File: config.mk
export PLATFORM = sky130hd
export DESIGN_NAME = bcd_updown_timer
export DESIGN_NICKNAME = d
export VERILOG_FILES = /design/src/rtl/bcd_pkg.sv /design/src/rtl/tick.sv /design/src/rtl/bcd_updown_timer.sv
export SDC_FILE = /design/constraint.sdc
export NUM_CORES = 1
export LEC_CHECK = 0
export CAP_MARGIN = 30
export CELL_PAD_IN_SITES_DETAIL_PLACEMENT = 1
export CELL_PAD_IN_SITES_GLOBAL_PLACEMENT = 1
export CORE_ASPECT_RATIO = 0.9
export CORE_MARGIN = 2
export CORE_UTILIZATION = 42
export DETAILED_ROUTE_END_ITERATION = 7
export GPL_TIMING_DRIVEN = 0
export PLACE_DENSITY = 0.87
export SLEW_MARGIN = 20
export SYNTH_ARGS = -nofsm -noshare
export SYNTH_HDL_FRONTEND = slang
export SYNTH_SLANG_ARGS = --single-unit
File: constraint.sdc
create_clock -name clk -period 3 [get_ports clk]
set_clock_uncertainty 0.15 [all_clocks]
set_input_delay 0.3 -clock clk [delete_from_list [all_inputs] [get_ports clk]]
set_output_delay 0.3 -clock clk [all_outputs]
set_load 0.03 [all_outputs]
File: src/rtl/bcd_pkg.sv
// Shared BCD constants, run/pause state encoding and a digit validity helper
// for the up/down timer and its digit cells.
package bcd_pkg;

    localparam int          BCD_W    = 4;
    localparam logic [3:0]  BCD_MAX  = 4'd9;
    localparam logic        DIR_UP   = 1'b1;
    localparam logic        DIR_DOWN = 1'b0;

    typedef enum logic {
        PAUSED  = 1'b0,
        RUNNING = 1'b1
    } state_e;

    function automatic logic bcd_valid(input logic [BCD_W-1:0] digit);
        return (digit <= BCD_MAX);
    endfunction

endpackage

File: src/rtl/tick.sv
// Combinational single-digit BCD step cell: when enabled, moves one digit up
// or down by one, wrapping 9->0 (up) and 0->9 (down); otherwise holds.
module tick
    import bcd_pkg::*;
(
    input  logic [BCD_W-1:0] digit_i,
    input  logic             en_i,
    input  logic             sign_i,
    output logic [BCD_W-1:0] digit_o
);

    always_comb begin
        digit_o = digit_i;
        if (en_i) begin
            if (sign_i == DIR_UP) begin
                digit_o = (digit_i >= BCD_MAX) ? '0 : digit_i + 4'd1;
            end else begin
                digit_o = (digit_i == '0) ? BCD_MAX : digit_i - 4'd1;
            end
        end
    end

endmodule

File: src/rtl/bcd_updown_timer.sv
// Multi-digit BCD up/down timer: a prescaler drives steps while running,
// manual step pulses drive them while paused; supports clear, load and wrap.
module bcd_updown_timer
    import bcd_pkg::*;
#(
    parameter int NUM_DIGITS = 4,
    parameter int PRESCALE   = 100000,
    parameter int PRESCALE_W = (PRESCALE > 1) ? $clog2(PRESCALE) : 1
) (
    input  logic                        clk,
    input  logic                        rst_n,
    input  logic                        start_stop,
    input  logic                        clear,
    input  logic                        load,
    input  logic [BCD_W*NUM_DIGITS-1:0] load_value,
    input  logic                        dir,
    input  logic                        step,
    output logic [BCD_W*NUM_DIGITS-1:0] count,
    output logic                        running,
    output logic                        wrap,
    output logic                        load_err
);

    localparam int CW = BCD_W * NUM_DIGITS;

    state_e                state_q, state_d;
    logic                  running_q;
    logic [PRESCALE_W-1:0] presc_q, presc_d;
    logic [CW-1:0]         count_q, count_d;
    logic                  wrap_q, wrap_d;
    logic                  load_err_q, load_err_d;

    logic                  presc_term;
    logic                  step_en;
    logic [NUM_DIGITS:0]   carry;
    logic [CW-1:0]         tick_count;
    logic [CW-1:0]         load_clean;
    logic [NUM_DIGITS-1:0] load_bad;

    // Step source follows the current registered state, so a terminal count
    // that coincides with a stop pulse still advances the count.
    assign presc_term = (state_q == RUNNING) &&
                        (presc_q == PRESCALE_W'(PRESCALE - 1));
    assign step_en    = (state_q == RUNNING) ? presc_term : step;
    assign carry[0]   = step_en;

    generate
        for (genvar gi = 0; gi < NUM_DIGITS; gi++) begin : g_digit
            logic [BCD_W-1:0] digit_cur;
            logic [BCD_W-1:0] digit_ld;
            logic             at_limit;

            assign digit_cur = count_q[gi*BCD_W +: BCD_W];
            assign digit_ld  = load_value[gi*BCD_W +: BCD_W];
            assign at_limit  = (dir == DIR_UP) ? (digit_cur == BCD_MAX)
                                               : (digit_cur == '0);
            // Higher digit moves only when all lower digits roll over.
            assign carry[gi+1] = carry[gi] & at_limit;

            assign load_bad[gi] = !bcd_valid(digit_ld);
            assign load_clean[gi*BCD_W +: BCD_W] = load_bad[gi] ? '0 : digit_ld;

            tick u_tick (
                .digit_i (digit_cur),
                .en_i    (carry[gi]),
                .sign_i  (dir),
                .digit_o (tick_count[gi*BCD_W +: BCD_W])
            );
        end
    endgenerate

    always_comb begin
        state_d    = state_q;
        presc_d    = presc_q;
        count_d    = count_q;
        wrap_d     = 1'b0;
        load_err_d = 1'b0;

        if (start_stop) begin
            state_d = (state_q == RUNNING) ? PAUSED : RUNNING;
        end

        if (state_q == RUNNING) begin
            presc_d = presc_term ? '0 : presc_q + PRESCALE_W'(1);
        end

        if (clear) begin
            count_d = '0;
            presc_d = '0;
        end else if (load) begin
            count_d    = load_clean;
            presc_d    = '0;
            load_err_d = |load_bad;
        end else if (step_en) begin
            count_d = tick_count;
            wrap_d  = carry[NUM_DIGITS];
        end
    end

    always_ff @(posedge clk or negedge rst_n) begin
        if (!rst_n) begin
            state_q    <= PAUSED;
            running_q  <= 1'b0;
            presc_q    <= '0;
            count_q    <= '0;
            wrap_q     <= 1'b0;
            load_err_q <= 1'b0;
        end else begin
            state_q    <= state_d;
            running_q  <= (state_d == RUNNING);
            presc_q    <= presc_d;
            count_q    <= count_d;
            wrap_q     <= wrap_d;
            load_err_q <= load_err_d;
        end
    end

    assign count    = count_q;
    assign running  = running_q;
    assign wrap     = wrap_q;
    assign load_err = load_err_q;

endmodule

# Word-level counts from Yosys, hierarchy flattened
# Index checks and enable logic that the tools add are counted.
[op_classes]
add_sub_neg = 9
n_reduce_logical = 18
n_eq_ne = 5
muxes = 37
magnitude_cmp = 8
bitwise_logic = 4
[op_table]
columns = ["op", "count"]
rows = [
  ["two-way mux 4 bit", 19],
  ["two-way mux 17 bit", 4],
  ["two-way mux 16 bit", 3],
  ["adder 17 x 1 -> 17 bit (second input constant)", 1],
  ["equality test 17 bit (second input constant)", 1],
  ["adder 4 x 1 -> 4 bit (second input constant)", 4],
  ["equality test 4 bit (second input constant)", 4],
  [">= comparator 4 bit (second input constant)", 4],
  ["<= comparator 4 bit (second input constant)", 4],
  ["logical NOT 4 bit", 4],
  ["subtractor 4 x 1 -> 4 bit (second input constant)", 4],
  ["nonzero test 3 bit", 5],
  ["two-way mux 1 bit", 11],
  ["AND reduction 2 bit", 3],
  ["bitwise AND 1 bit", 4],
  ["logical NOT 1 bit", 4],
  ["OR reduction 4 bit", 1],
  ["logical AND 1 bit", 1],
]
[totals]
elab_cells = 89
out_inout_bits = 19
in_bits = 23
reg_bits = 36

# Logic depth before layout (Yosys ltp)
[depth]
ltp_word = 10
ltp_mapped = 8
depth_no_buf = 7

# Hierarchy
# From an unflattened synthesis, not the netlist that was laid out.
[unflattened]
cells_unflattened = 377
area_unflattened_um2 = 3273.1
[by_module_without_submodules]
columns = ["mod", "cells_each", "area_per_inst_um2", "seq_area_each_um2", "n_inst"]
rows = [
  ["bcd_updown_timer", 233, 2177.1, 900.9, 1],
  ["tick", 36, 274.0, 0.0, 4],
]

# Worst setup path after synthesis
# Ideal clock, no wire load.
[synth_path]
path_kind = "reg-to-reg"
start = "reg count_q[0], in the netlist count[0]"
end = "reg count_q[12], in the netlist count[12]"
t_required_ns = 2.784
period_less_slack_ns = 2.288
n_path_buf = 0
slack_ns = 0.712
path_stages_with_launch = 8
setup_ns = 0.066
t_arrival_ns = 2.072
path_cell_list = "dfrtp_1 > inv_1 > ha_1 > nor4b_4 > a41oi_4 > nor3_2 > or4_1 > nand2_1"
[synth_between]
elab_chain_len = 7
elab_cells_between_ends = 8
classes_between = "1 x eq/ne; 1 x mux; 3 x bitwise; 3 x reduce/logical"
[synth_rtl]
columns = ["item", "line_no", "rtl"]
rows = [
  ["start, declared", "bcd_updown_timer.sv:29", "logic [CW-1:0] count_q, count_d;"],
  ["start signal, assigned", "bcd_updown_timer.sv:112", "count_q <= count_d;"],
  ["equality test 4 bit / logical NOT 4 bit (equally long branches)", "bcd_updown_timer.sv:55, bcd_updown_timer.sv:56", ""],
  ["two-way mux 1 bit *", "bcd_updown_timer.sv:55", "assign at_limit = (dir == DIR_UP) ? (digit_cur == BCD_MAX)"],
  ["bitwise AND 1 bit * (3 in a row)", "bcd_updown_timer.sv:58", "assign carry[gi+1] = carry[gi] & at_limit;"],
  ["nonzero test 3 bit (no line) *", "n/a", ""],
  ["AND reduction 2 bit (no line) *", "n/a", ""],
]
# Every way passes the cells marked *; elsewhere a longest branch is shown, timed or not.
# A chain may end at the register's enable or synchronous reset.

# Worst setup path in the final report
[layout_path]
start = "reg count_q[0], in the netlist count[0]"
end = "reg count_q[14], in the netlist count[14]"
# Same word-level chain as after synthesis.

==> impl_results.md <==
- Post-route minimum period: 2.47 ns
- Initial antenna violation count: 0
- GR met2 Demand/Resource: 0.425
- FMAX: 0.405 GHz
- Net Sw Power: 576 uW
- Iter 0 DRT Violations: 189
- Actual slew at the worst max-slew pin: 0.701 ns
- Slowest Stage Delay on Critical Path: 0.59 ns
- Sum Neg Setup Slack: 0 ns
- Max transition margin: 0.532
- PortBufs: 40
- Routed vias: 2,982
- Reg2reg end: count[14]
- Combinational share of power: 0.379
- Pwr Density: 418 mW/mm^2
- WL per Instance: 20.0 um
- GR Layer Usage met1: 0.349
- I/O pin count: 42
- Async set-or-reset flop fraction in the synthesized netlist: 1.00
- Final setup viols: 0
- Area contributors post-synth: dfrtp_1 30%, ha_1 5.4%, nor2_1 4.3%
- Worst-skew pair later-pin latency: 0.30 ns
- Clk Tree Root Cell: clkbuf_8
- Clk pwr share: 0.252
- Syn Std Cell Area: 0.00299 mm^2
- Post-synth EDFFs: 0
- R2R depth: 7
- Routability cong.: 0.866
- Cells along the critical path: inv_1, ha_1, nor4b_4, a41oi_4, o41ai_4, o21ai_0, o311a_1
- Die X: 92.9 um
- HPWL Detailed: 7130 um
- Post-CTS setup repair buffer count: 0
- Sw Share: 0.381
- Post-synthesis area per instance: 8.75 um^2
- Final Hold Fails: 0
- CTS tree: yes
- First-pass GRT wire length: 15,900 um
- Bufs on Longest Clock Path: 2
- Yosys top cell area share: 0.302
- Worst path required time: 3.04 ns
- Post-synth top flop: dfrtp_1
- Initial core utilization: 0.429
- Die span in y: 84.0 um
- Met3 Use GR: 0.0388
- Synth area leader: dfrtp_1
- Hold Buf Count CTS: 1
- Slowest cell on the critical path: o41ai_4
- Arr. time, crit path: 2.50 ns
- CTS buffer count: 5
- CP Class: register to register
- CP delay by family, top: compound AO/OA/AOI/OAI gates
- Vias in the first global route: 3,093
- FF-to-FF Start: count[0]
- Synth Register Bits: 36
- CP max FO: 10
- Layout cell share with drive strength beyond 1: 0.0870
- Total Routing Usage GR: 0.254
- Crit path buf inv count: 1
- CTS clk-pin slew, worst paths: 0.08 ns
- Pins Over Slew Limit: 0
- WL final: 9670 um
- Core Rows: 29
- Post-Synthesis Net Count: 377
- Worst setup SP type: register
- CP Capture Type: register
- Worst min path class: input pin to async pin
- Layout Nets: 426
- DRC viols: 0
- DR vias/cell: 6.16
- Core Region: 0.00697 mm^2
- Leakage: 1.45 nW
- Post-CTS resize count: 0
- Commonest non-fill, non-tap cell in the layout: clkdlybuf4s50_1
- Seq pwr share: 0.369
- Antenna cells: 0
- Most frequent cells in the layout: 39 x clkdlybuf4s50_1, 36 x dfrtp_1, 34 x nor2_1, 24 x o21ai_0, 22 x a21oi_1
- Gr ovfl total: 0
- Gr busiest metal: met2
- DRT Pass-1 Iters: 4
- Area growth syn-to-layout: 21.3%
- Register area share after synthesis: 0.302
- Final period util: 0.823
- Worst setup path end: count[14]
- CP Launch Point: count[0]
- RSZ-0062 raised after global routing: no
- Sinks on Clock Net: 36
- Largest net degree at the start of global routing: 28
- Die area: 0.00780 mm^2
- Max-cap viol count: 0
- Antenna Nets Post-Route: 0
- Internal power: 937 uW
- Critical Path Stages: 7
- Max IR drop VDD: 0.000235 V
- WHS: 0.256 ns
- YS warnings: 0
- Setup slack, reg-to-reg: 0.53 ns
- Yosys cell types: 71
- # H-tree levels: 2
- Status: finished, final reports clean
- Cells after synthesis: 341
-- final cells by class --
cell class | count | area (um^2)
Clock buffer | 7 | 86.3
Sequential cell | 36 | 901
Timing Repair Buffer | 42 | 425
Buffer | 19 | 87.6
Fill cell | 830 | 3350
Clock inverter | 1 | 7.51
Tap cell | 93 | 116
Inverter | 19 | 71.3
Multi-Input combinational cell | 267 | 1930
-- layer usage --
layer	up-vias	routed length [um]
met2	94	4730
met1	1511	4330
li1	1369	-
met3	8	549
met4	0	57
met5	-	0
-- worst min-delay path by stage --
stage,from,to,slack (ns)
finish,rst_n,count[12],0.26
global route,rst_n,count[15],0.28
detailed placement,rst_n,count[12],0.05
floorplan,rst_n,count[0],-0.15
CTS,rst_n,count[12],0.26
global placement,presc_q[10],presc_q[10],0.37
-- power by group through the flow --
stage	Clock, mW	Combinational, mW	Sequential (mW)
floorplan	0	0.306	0.613
global placement	0	0.540	0.564
detailed placement	0	0.563	0.567
CTS	0.384	0.569	0.558
global route	0.405	0.618	0.564
finish	0.381	0.574	0.558
-- sequential cells by signal, indices dropped and copies added, names as in the netlist --
name and count:
load_err 1, running 1, count 16, wrap 1, presc_q 17
-- logic make-up (layout without fill, tap and decap cells) --
logic type,Yosys count,in the layout,share of synthesized area
adders and majority gates,13,13,0.0545
xor gates and xnor gates,17,17,0.0499
DFF,36,36,0.302
buffers and inverters,38,88,0.0532
AOI/OAI and AO/OA,98,98,0.236
muxes,6,6,0.0239
and+or+nand+nor,133,133,0.280
-- Yosys cell counts (all sizes together), types with 3 or more instances --
| master | instances |
|---|---|
| or3 | 4 |
| ha | 13 |
| mux2 | 3 |
| o21bai | 3 |
| xor2 | 10 |
| inv | 19 |
| dfrtp | 36 |
| nor4bb | 3 |
| xnor2 | 7 |
| clkbuf | 13 |
| nor4b | 8 |
| nor2 | 34 |
| nand3 | 9 |
| nand3b | 6 |
| o221ai | 3 |
| a31oi | 5 |
| a21oi | 22 |
| and4 | 3 |
| and4b | 4 |
| o211ai | 4 |
| o21ai | 26 |
| o22ai | 4 |
| and3 | 8 |
| buf | 6 |
| mux2i | 3 |
| nor3b | 5 |
| nand2 | 11 |
| nand2b | 11 |
| nor3 | 4 |
| nand4 | 6 |
| or4 | 4 |
-- per-stage QoR --
stage,cell area [um^2],cells,util,setup WS (ns),power (mW)
floorplan,2990,341,-,0.712,0.919
global placement,3500,474,0.503,0.528,1.10
detailed placement,3520,475,0.505,0.531,1.13
CTS,3620,484,0.520,0.557,1.51
global route,3620,484,0.520,0.288,1.59
finish,3620,484,0.520,0.532,1.51
No activity file was read; power rests on OpenSTA's default activity.
